<file path="config.mk">
export PLATFORM = sky130hd
export DESIGN_NAME = mesh_input_requester
export DESIGN_NICKNAME = d
export VERILOG_FILES = /design/src/rtl/mesh_input_requester.sv
export SDC_FILE = /design/constraint.sdc
export NUM_CORES = 1
export LEC_CHECK = 0
export CAP_MARGIN = 40
export CELL_PAD_IN_SITES_DETAIL_PLACEMENT = 0
export CELL_PAD_IN_SITES_GLOBAL_PLACEMENT = 2
export CORE_MARGIN = 4
export CORE_UTILIZATION = 42
export DETAILED_ROUTE_END_ITERATION = 12
export GPL_ROUTABILITY_DRIVEN = 0
export MAX_ROUTING_LAYER = met4
export PLACE_DENSITY = 0.89
export SLEW_MARGIN = 20
export SYNTH_ARGS = -nofsm -noshare
export SYNTH_HDL_FRONTEND = slang
export SYNTH_SLANG_ARGS = --single-unit
</file>
<file path="constraint.sdc">
create_clock -name clk -period 3.7 [get_ports clk]
set_input_delay 0.555 -clock clk [delete_from_list [all_inputs] [get_ports clk]]
set_output_delay 0.555 -clock clk [all_outputs]
set_load 0.03 [all_outputs]
</file>
<file path="src/rtl/mesh_input_requester.sv">
// Router input-port requester: FIFO-buffered flits, XY route of the head flit, one-hot request held until granted.
// Define MESH_INPUT_REQUESTER_STALL_CNT_EN to add the stall_cycles / starved outputs.
module mesh_input_requester #(
    parameter int DATA_W  = 16,
    parameter int COORD_W = 2,
    parameter int DEPTH   = 4,
    parameter int X_COORD = 0,
    parameter int Y_COORD = 0
) (
    input  logic              clk,
    input  logic              reset,
    input  logic              in_valid,
    input  logic [DATA_W-1:0] in_data,
    output logic              in_ready,
    output logic [4:0]        req,
    input  logic [4:0]        gnt,
    output logic [DATA_W-1:0] out_data,
    output logic              out_fire
`ifdef MESH_INPUT_REQUESTER_STALL_CNT_EN
    ,
    output logic [15:0]       stall_cycles,
    output logic              starved
`endif
);

    localparam int AW = $clog2(DEPTH);
    localparam logic [AW:0]        FULL_CNT = (AW+1)'(DEPTH);
    localparam logic [AW:0]        ONE_CNT  = (AW+1)'(1);
    localparam logic [COORD_W-1:0] MY_X     = COORD_W'(X_COORD);
    localparam logic [COORD_W-1:0] MY_Y     = COORD_W'(Y_COORD);

    localparam logic [4:0] PORT_LOCAL = 5'b00001;
    localparam logic [4:0] PORT_NORTH = 5'b00010;
    localparam logic [4:0] PORT_EAST  = 5'b00100;
    localparam logic [4:0] PORT_SOUTH = 5'b01000;
    localparam logic [4:0] PORT_WEST  = 5'b10000;

    typedef enum logic {
        IDLE,
        REQ
    } state_t;

    logic [DATA_W-1:0] mem [DEPTH];
    logic [AW-1:0]     wr_ptr;
    logic [AW-1:0]     rd_ptr;
    logic [AW:0]       count;
    logic [DATA_W-1:0] head;
    logic [DATA_W-1:0] next_head;
    logic              empty;
    logic              push;
    logic              fire;

    state_t     state;
    state_t     state_next;
    logic [4:0] req_q;
    logic [4:0] req_next;

    // Dimension-ordered routing: resolve X first, then Y, else deliver locally.
    function automatic logic [4:0] route(input logic [DATA_W-1:0] flit);
        logic [COORD_W-1:0] dx;
        logic [COORD_W-1:0] dy;
        dx = flit[COORD_W-1:0];
        dy = flit[2*COORD_W-1:COORD_W];
        if (dx > MY_X)      return PORT_EAST;
        else if (dx < MY_X) return PORT_WEST;
        else if (dy > MY_Y) return PORT_NORTH;
        else if (dy < MY_Y) return PORT_SOUTH;
        else                return PORT_LOCAL;
    endfunction

    assign empty     = (count == '0);
    assign in_ready  = (count != FULL_CNT);
    assign push      = in_valid && in_ready;
    assign fire      = |(req_q & gnt);
    assign head      = mem[rd_ptr];
    assign next_head = mem[rd_ptr + AW'(1)];

    assign req      = req_q;
    assign out_fire = fire;
    assign out_data = empty ? '0 : head;

    // NOTE: the storage array has no reset; stale entries are never visible because
    // out_data is masked when empty and pointers/count are reset.
    always_ff @(posedge clk) begin
        if (push) begin
            mem[wr_ptr] <= in_data;
        end
    end

    // NOTE: every sequential block uses non-blocking assignments so all registers
    // sample the pre-edge values and simulation matches the synthesized flops.
    always_ff @(posedge clk) begin
        if (reset) begin
            wr_ptr <= '0;
            rd_ptr <= '0;
            count  <= '0;
        end else begin
            if (push) wr_ptr <= wr_ptr + AW'(1);
            if (fire) rd_ptr <= rd_ptr + AW'(1);
            case ({push, fire})
                2'b10:   count <= count + ONE_CNT;
                2'b01:   count <= count - ONE_CNT;
                default: count <= count;
            endcase
        end
    end

    always_ff @(posedge clk) begin
        if (reset) begin
            state <= IDLE;
            req_q <= '0;
        end else begin
            state <= state_next;
            req_q <= req_next;
        end
    end

    // NOTE: defaults are assigned before the case so no path leaves a signal
    // unassigned, which would otherwise infer a latch.
    always_comb begin
        state_next = state;
        req_next   = req_q;
        case (state)
            IDLE: begin
                if (!empty) begin
                    state_next = REQ;
                    req_next   = route(head);
                end
            end
            REQ: begin
                if (fire) begin
                    if (count > ONE_CNT) begin
                        req_next = route(next_head);
                    end else if (push) begin
                        // Pop empties the FIFO; the flit arriving this cycle becomes head.
                        req_next = route(in_data);
                    end else begin
                        state_next = IDLE;
                        req_next   = '0;
                    end
                end
            end
            default: begin
                state_next = IDLE;
                req_next   = '0;
            end
        endcase
    end

`ifdef MESH_INPUT_REQUESTER_STALL_CNT_EN
    logic [15:0] stall_q;

    always_ff @(posedge clk) begin
        if (reset || fire) begin
            stall_q <= '0;
        end else if (state == REQ && stall_q != 16'hFFFF) begin
            stall_q <= stall_q + 16'd1;
        end
    end

    assign stall_cycles = stall_q;
    assign starved      = (stall_q >= 16'd64);
`endif

endmodule

</file>
# ---- Word level (Yosys, flattened, before mapping)
# Memory sizes are Yosys's and may differ from the RTL's. A register that Yosys moved wholly into a read port is not among the register bits.
# Index checks and enable logic that the tools add are counted.
dict set report totals {
  reg_bits 13
  latchBits 0
  mem_bits_rw 64
  mem_bits_ro 0
  inputBits 24
  word_cells 62
  n_memories 1
}
dict set report op_classes {
  add_sub_neg 4
  multipliers 0
  div_mod_pow 0
  magnitude_cmp 13
  n_eq_ne 5
  n_shift 0
  n_mux 27
  bitwise_logic 2
  n_reduce_logical 5
}
# name depth width read_ports rd_ports_with_merged_regs write_ports line_no
set mem_list {}
lappend mem_list {mem 4 16 2 1 1 43} ;# logic [DATA_W-1:0] mem [DEPTH];
# cell n
set ops {}
lappend ops {{$mux W5} 10}
lappend ops {{$mux W4} 6}
lappend ops {{$mux W16} 1}
lappend ops {{$gt A2 B1 Y1 const B} 6}
lappend ops {{$lt A2 B1 Y1 const B} 6}
lappend ops {{$pmux W5 S2} 1}
lappend ops {{$pmux W3 S2} 1}
lappend ops {{$and A5 B5 Y5} 1}
lappend ops {{$mux W1} 5}
lappend ops {{$reduce_or A5 Y1} 1}
lappend ops {{$add A2 B1 Y2 const B} 2}
lappend ops {{$mux W2} 2}
lappend ops {{$ne A2 B2 Y1 const B} 2}
lappend ops {{$add A3 B1 Y3 const B} 1}
lappend ops {{$gt A3 B1 Y1 const B} 1}
lappend ops {{$logic_not A3 Y1} 1}
lappend ops {{$ne A3 B3 Y1 const B} 1}
lappend ops {{$sub A3 B1 Y3 const B} 1}
lappend ops {{$eq A2 B1 Y1 const B} 1}
lappend ops {{$eq A2 B2 Y1 const B} 1}
lappend ops {{$pmux W1 S2} 1}
lappend ops {{$reduce_and A2 Y1} 1}
lappend ops {{$reduce_bool A2 Y1} 1}
lappend ops {{$logic_and A1 B1 Y1} 1}
lappend ops {{$not A1 Y1} 1}

# ---- Logic depth before layout (Yosys ltp)
# Gate-level depths: netlist of the first run.
# An unclocked memory read counts as a cell.
dict set report depth {
  depth_word 10
  depth_mapped 8
  mapped_depth_nobuf 8
}

# ---- Least setup slack after synthesis of the first run
# Ideal clock, no wire load.
dict set report synth_timing {
  path_type {register to output}
  start {register count[0]}
  end {output port out_data[10]}
  arrival_time_ps 1692
  required_time_ps 3145
  setup_slack_ps 1453
  path_stages_with_launch 7
  cell_sequence {dfxtp_1 > inv_1 > ha_1 > nor2b_1 > clkbuf_1 > clkbuf_1 > nor2b_1}
}
dict set report synth_between {
  elab_chain_len 2
}
# element line_no
set synth_lines {}
lappend synth_lines {{start: declaration} 46} ;# logic [AW:0] count;
lappend synth_lines {{start signal: assignment} 101} ;# 2'b10: count <= count + ONE_CNT;
lappend synth_lines {{start signal: assignment} 102} ;# 2'b01: count <= count - ONE_CNT;
lappend synth_lines {{start signal: assignment} 103} ;# default: count <= count;
lappend synth_lines {{$logic_not A3 Y1} 71} ;# assign empty = (count == '0);
lappend synth_lines {{$mux W16} 80} ;# assign out_data = empty ? '0 : head;
lappend synth_lines {{end: declaration} 17} ;# output logic [DATA_W-1:0] out_data,
# Every way passes these cells.

==> results.cfg, run 1 <==
[outcome]
outcome = finished clean

[logic_synthesis]
ys_warn_count = 0
synthMostInstantiatedCell = edfxtp_1
synth_compound_area_share_pct = 5.06
synth_common_cells = edfxtp_1 (64), nor2b_1 (21), nor2_1 (15)
postSynth.asyncResetShare_pct = 0
synth_edf_count = 64
synth_top_flop_cell = edfxtp_1
yosys.area_share.simple_pct = 11.1
seq_area_frac_synth_pct = 64.4
synth.largest_area_cell = edfxtp_1
synth_mux_area_share_pct = 12.3
avgSynthCellArea_sq_um = 16.0
synth_xor_area_share_pct = 1.03
synth_top_family_by_area = multiplexers
yosys.area.top_type_share_pct = 56.8
synth.distinct_cells = 45
syn_inst = 212
synth_fa_ha_area_share_pct = 3.33
yosys-top-cells-area = edfxtp_1 (57%), mux4_2 (9.3%), dfxtp_1 (7.7%), nor2b_1 (3.9%), ha_1 (3.3%)
ys_ff_latch = 77
netlist_area_sq_mm = 0.00339

[place]
place_ws_ns = 0.857
dp_cells = 355
numPortBuffers = 42
dpl.hpwl_um = 4100

[worst_setup_path]
ff2ff_path_depth = 7
worstPathArrival_ns = 2.60
critPathLaunchType = flop
worstPathMaxFanout = 11
worstSetupPathType = flop to output pin
max_stage_delay_ns = 0.77
cp_cell_sequence = buf_4 -> mux4_2 -> nor2b_1 -> clkdlybuf4s50_1
slowest_stage = dfxtp_1
worst_ep_required_time_ns = 3.14
end_kind = output pin

[timing]
setup_viol = 0
max_freq_mhz = 317
fin_crit_sh_pct = 85.3
rsz0062_at_grt = false
min_period_ns = 3.16
maxSlewHeadroom_pct = 48.0
worstMarginPinSlew_ns = 0.779
slew_viol_final = 0
fin_ws_ns = 0.544
finalHoldViolations = 0
skew_ns = 0.00799
setup_tns_ns = 0

[global_routing]
grt_max_degree = 17
grt-ovfl-total = 0
antenna_found_initial = 0
grt_pass1_vias = 1902
grt_usage_pct = 13.6
grt_first_pass_wirelength_um = 9710

[clock_tree]
clock_sinks = 77
ctsHoldBuffers = 0
h-tree-depth = 3
cts_buffers = 9
cts.repair.resized = 0
path_clk_slew_ns = 0.08
root_buffer = clkbuf_8
cts_setup_buffers = 0
clock_latency_ns = 0.33
clockBufferDepth = 2
cts_tree = yes

[floorplan]
ios = 47
num_rows = 32
die_y_um = 97.8
die_w_um = 97.8
fp.coreArea_sq_mm = 0.00777
start_util_pct = 43.6
die-area_sq_mm = 0.00956

[routing]
dr.first_iter.drc_count = 113
drc_errors = 0
routed_wl_um = 6040
vias = 1902
ant_nets = 0
wl_per_cell_um = 16.3
drt-pass1-iter-count = 4
viasPerCell = 5.13

[cells_and_area]
nNetsFinal = 297
area_growth_pct = 21.4
fin_cells = 371
fin_util_pct = 52.9
drive_gt1_share_pct = 16.0
fillCellCount = 656
num_antenna_cells = 0

[pwr]
design_power_total_w = 0.00294
ir_drop_uv = 293
power_density_mw_per_mm2 = 714
p_leak_nw = 1.36

[min_path]
hp-class = flop to flop
min_path_cells = 2

[job]
maxCapViolCount = 0
[worst paths after layout]
| path | startpoint | endpoint | slack (ns) |
|---|---|---|---|
| worst min-delay path | req[2] | req[2] | 0.55 |
| worst max register to register | count[0] | count[2] | 1.35 |
| worst min register to register | req[2] | req[2] | 0.55 |
| worst max-delay path | flop | out_data[6] | 0.54 |
[report_power, final]
group          switching (W)  internal [W]
combinational       0.000656      0.000578
clock               0.000292      0.000241
sequential          0.000118       0.00105
total                0.00107       0.00187
[kinds of logic (layout without fill, tap and decap cells)]
group | Yosys count | in the layout
flops | 77 | 77
simple gates | 64 | 64
compound gates | 20 | 20
mux | 19 | 19
buf+inv | 18 | 74
fa+ha+maj | 9 | 9
xor+xnor | 4 | 4
other cells | 1 | 2
[routing by layer]
layer | vias to the layer above | share of wire (%) | track usage, %
met5 | - | 0 | -
met4 | 0 | 0.48 | 5.75
met3 | 2 | 3.0 | 2.21
met2 | 37 | 52 | 22.2
met1 | 944 | 45 | 16.9
li1 | 919 | - | -
[cell type report]
class	instances	area [sq um]	share of cell area (%)
Multi-Input combinational cell	118	1120	27.2
Sequential cell	77	2180	53.1
Timing Repair Buffer	51	488	11.9
Clock buffer	10	128	3.11
Inverter	7	26.3	0.639
Tap cell	102	128	3.11
Clock inverter	6	40.0	0.974
[placed cells by master (no fill, tap or decap), types with 2 or more instances in the layout]
cell	n
edfxtp_1	64
clkdlybuf4s50_1	42
nor2b_1	21
nor2_1	15
mux4_2	14
dfxtp_1	13
ha_1	9
clkbuf_8	9
buf_4	9
inv_1	7
nor4b_1	5
and2_1	4
nor3_1	4
mux4_1	3
nand2_1	3
nand2b_1	3
clkinvlp_4	3
a311oi_1	2
o221ai_1	2
nand3b_1	2
o211ai_1	2
xnor2_1	2
xor2_1	2
a21oi_1	2
o41a_1	2
conb_1	2
[flip-flops by register name, summed over array words and instances, names as in the netlist, named ones only]
name    cells
mem        64
count       3
req         3
rd_ptr      2
wr_ptr      2
state       1
[critical path: cells and delay by family, from the launching register on]
| kind | cells | cell delay [ns] |
|---|---|---|
| AND/OR/NAND/NOR | 1 | 0.14 |
| multiplexers | 1 | 0.48 |
| flip-flops | 1 | 0.77 |
| buffers and inverters | 2 | 0.87 |
[stage by stage]
stage	cell area [sq um]	hold slack, ns
finish	4110	0.553
global route	4110	0.595
CTS	4110	0.561
detailed placement	3940	0.550
global placement	3940	0.542
floorplan	3390	0.532
(Power assumes the default switching activity.)
==> run 2: changes to the inputs <==
--- a/config.mk
+++ b/config.mk
@@ -13,7 +13,7 @@
 export DETAILED_ROUTE_END_ITERATION = 12
 export GPL_ROUTABILITY_DRIVEN = 0
 export MAX_ROUTING_LAYER = met4
-export PLACE_DENSITY = 0.89
+export PLACE_DENSITY_LB_ADDON = 0.1
 export SLEW_MARGIN = 20
 export SYNTH_ARGS = -nofsm -noshare
 export SYNTH_HDL_FRONTEND = slang
==> run 2 against run 1 <==
  * Combinational power barely moved
  * Clock power rose by 17%
  * Sequential share of layout area fell by 0.34 points
  * Register-to-register slack barely moved
  * Largest power group unchanged
  * Maximum frequency rose by 7.4%
  * Non-clock buffer count fell by 1
  * Count of clock-buffer cells in the layout did not move
  * Die area did not move
  * Via count rose by 0.16%
==> results.cfg, run 2 (synthesis results as in run 1) <==
[timing]
worstMarginPinSlew_ns = 0.569
setup_tns_ns = 0
min_period_ns = 2.94
max_freq_mhz = 340
rsz0062_at_grt = false
maxSlewHeadroom_pct = 61.6
skew_ns = 0.00996
fin_crit_sh_pct = 79.4
finalHoldViolations = 0
setup_viol = 0
holdWs_ns = 0.541
slew_viol_final = 0

[floorplan]
die-area_sq_mm = 0.00956
ios = 47
die_y_um = 97.8
fp.coreArea_sq_mm = 0.00777
num_rows = 32
die_w_um = 97.8
start_util_pct = 43.6

[cells_and_area]
fin_util_pct = 53.2
final_cell_mix = edfxtp_1 (64), clkdlybuf4s50_1 (42), nor2b_1 (21), nor2_1 (15), mux4_2 (14)
nNetsFinal = 296
num_antenna_cells = 0
largest-register = mem
drive_gt1_share_pct = 16.0
final_common_cell = edfxtp_1
area_growth_pct = 22.1
largest_reg_flops = 64

[worst_setup_path]
critPathLaunchType = flop
startpoint = count[0]
rrSetupSlack_ns = 1.35
worstSetupPathType = flop to output pin
regToRegStartpoint = count[0]
end_kind = output pin
ff2ff_path_depth = 7
worstPathArrival_ns = 2.38
worst_ep_required_time_ns = 3.14
timing.rr.end = count[2]
worstPathMaxFanout = 20

[routing]
wl_per_cell_um = 16.8
vias = 1905
viasPerCell = 5.15
drc_errors = 0
routed_wl_um = 6220
drt-pass1-iter-count = 4
ant_nets = 0
dr.first_iter.drc_count = 97

[global_routing]
grt-ovfl-total = 0
antenna_found_initial = 0
grt_usage_pct = 14.3
grt_pass1_vias = 1946
grt_max_degree = 21
grt_first_pass_wirelength_um = 10300

[job]
maxCapViolCount = 0

[clock_tree]
path_clk_slew_ns = 0.08
cts_buffers = 9
clock_latency_ns = 0.34
cts_setup_buffers = 0
cts_tree = yes
h-tree-depth = 3
clockBufferDepth = 2
cts.repair.resized = 0
root_buffer = clkbuf_8
ctsHoldBuffers = 0
clock_sinks = 77

[pwr]
ir_drop_uv = 333
power_density_mw_per_mm2 = 727
p_leak_nw = 1.37
design_power_total_w = 0.00301

[outcome]
outcome = finished clean

[place]
numPortBuffers = 42
dpl.hpwl_um = 4170

[min_path]
whs_endpoint = req[2]
hold_start = req[2]
hp-class = flop to flop
min_path_cells = 2
## run 2: cell type report
cell class | count | area [sq um]
clock inverters | 6 | 70.1
multi-input cells | 118 | 1120
repair buffers | 50 | 484
clock buffers | 10 | 128
flip-flops and latches | 77 | 2180
well taps | 102 | 128
inverters | 7 | 26.3
fillers | 681 | 3630
## run 2: worst max-delay path, cell delays in order (launching register included)
cell and delay [ns]:
dfxtp_1 0.44, inv_1 0.09, ha_1 0.27, nor2b_1 0.15, buf_4 0.23, nor2b_1 0.16, clkdlybuf4s50_1 0.69
## run 2: stage by stage
stage	cell area, sq um	instances	setup WS (ns)
6_report	4140	370	0.761
4_1_cts	4120	369	0.667
3_3_place_gp	3930	353	0.943
2_1_floorplan	3390	213	1.45
3_5_place_dp	3930	353	0.952
5_1_grt	4140	370	0.561
## run 2: power breakdown
part / total [W] / leakage, nW / switching, W / internal, W
clock network: 0.000622 / 0.0895 / 0.000305 / 0.000316
logic: 0.00124 / 0.584 / 0.000678 / 0.000564
registers: 0.00114 / 0.695 / 0.0000905 / 0.00105
## run 2: worst max-delay path by stage
stage	endpoint	slack (ns)	cells past startpoint
6_report	out_data[14]	0.76	6
5_1_grt	out_data[9]	0.56	6
4_1_cts	out_data[1]	0.67	3
3_5_place_dp	out_fire	0.95	5
3_3_place_gp	out_fire	0.94	5
2_1_floorplan	out_data[10]	1.45	6
## run 2: metal layers
layer / global-route usage, % / vias up / part of all wire [%]
li1: - / 916 / -
met1: 19.6 / 944 / 48
met2: 20.9 / 38 / 47
met3: 2.93 / 7 / 3.8
met4: 5.75 / 0 / 1.1
met5: - / - / 0
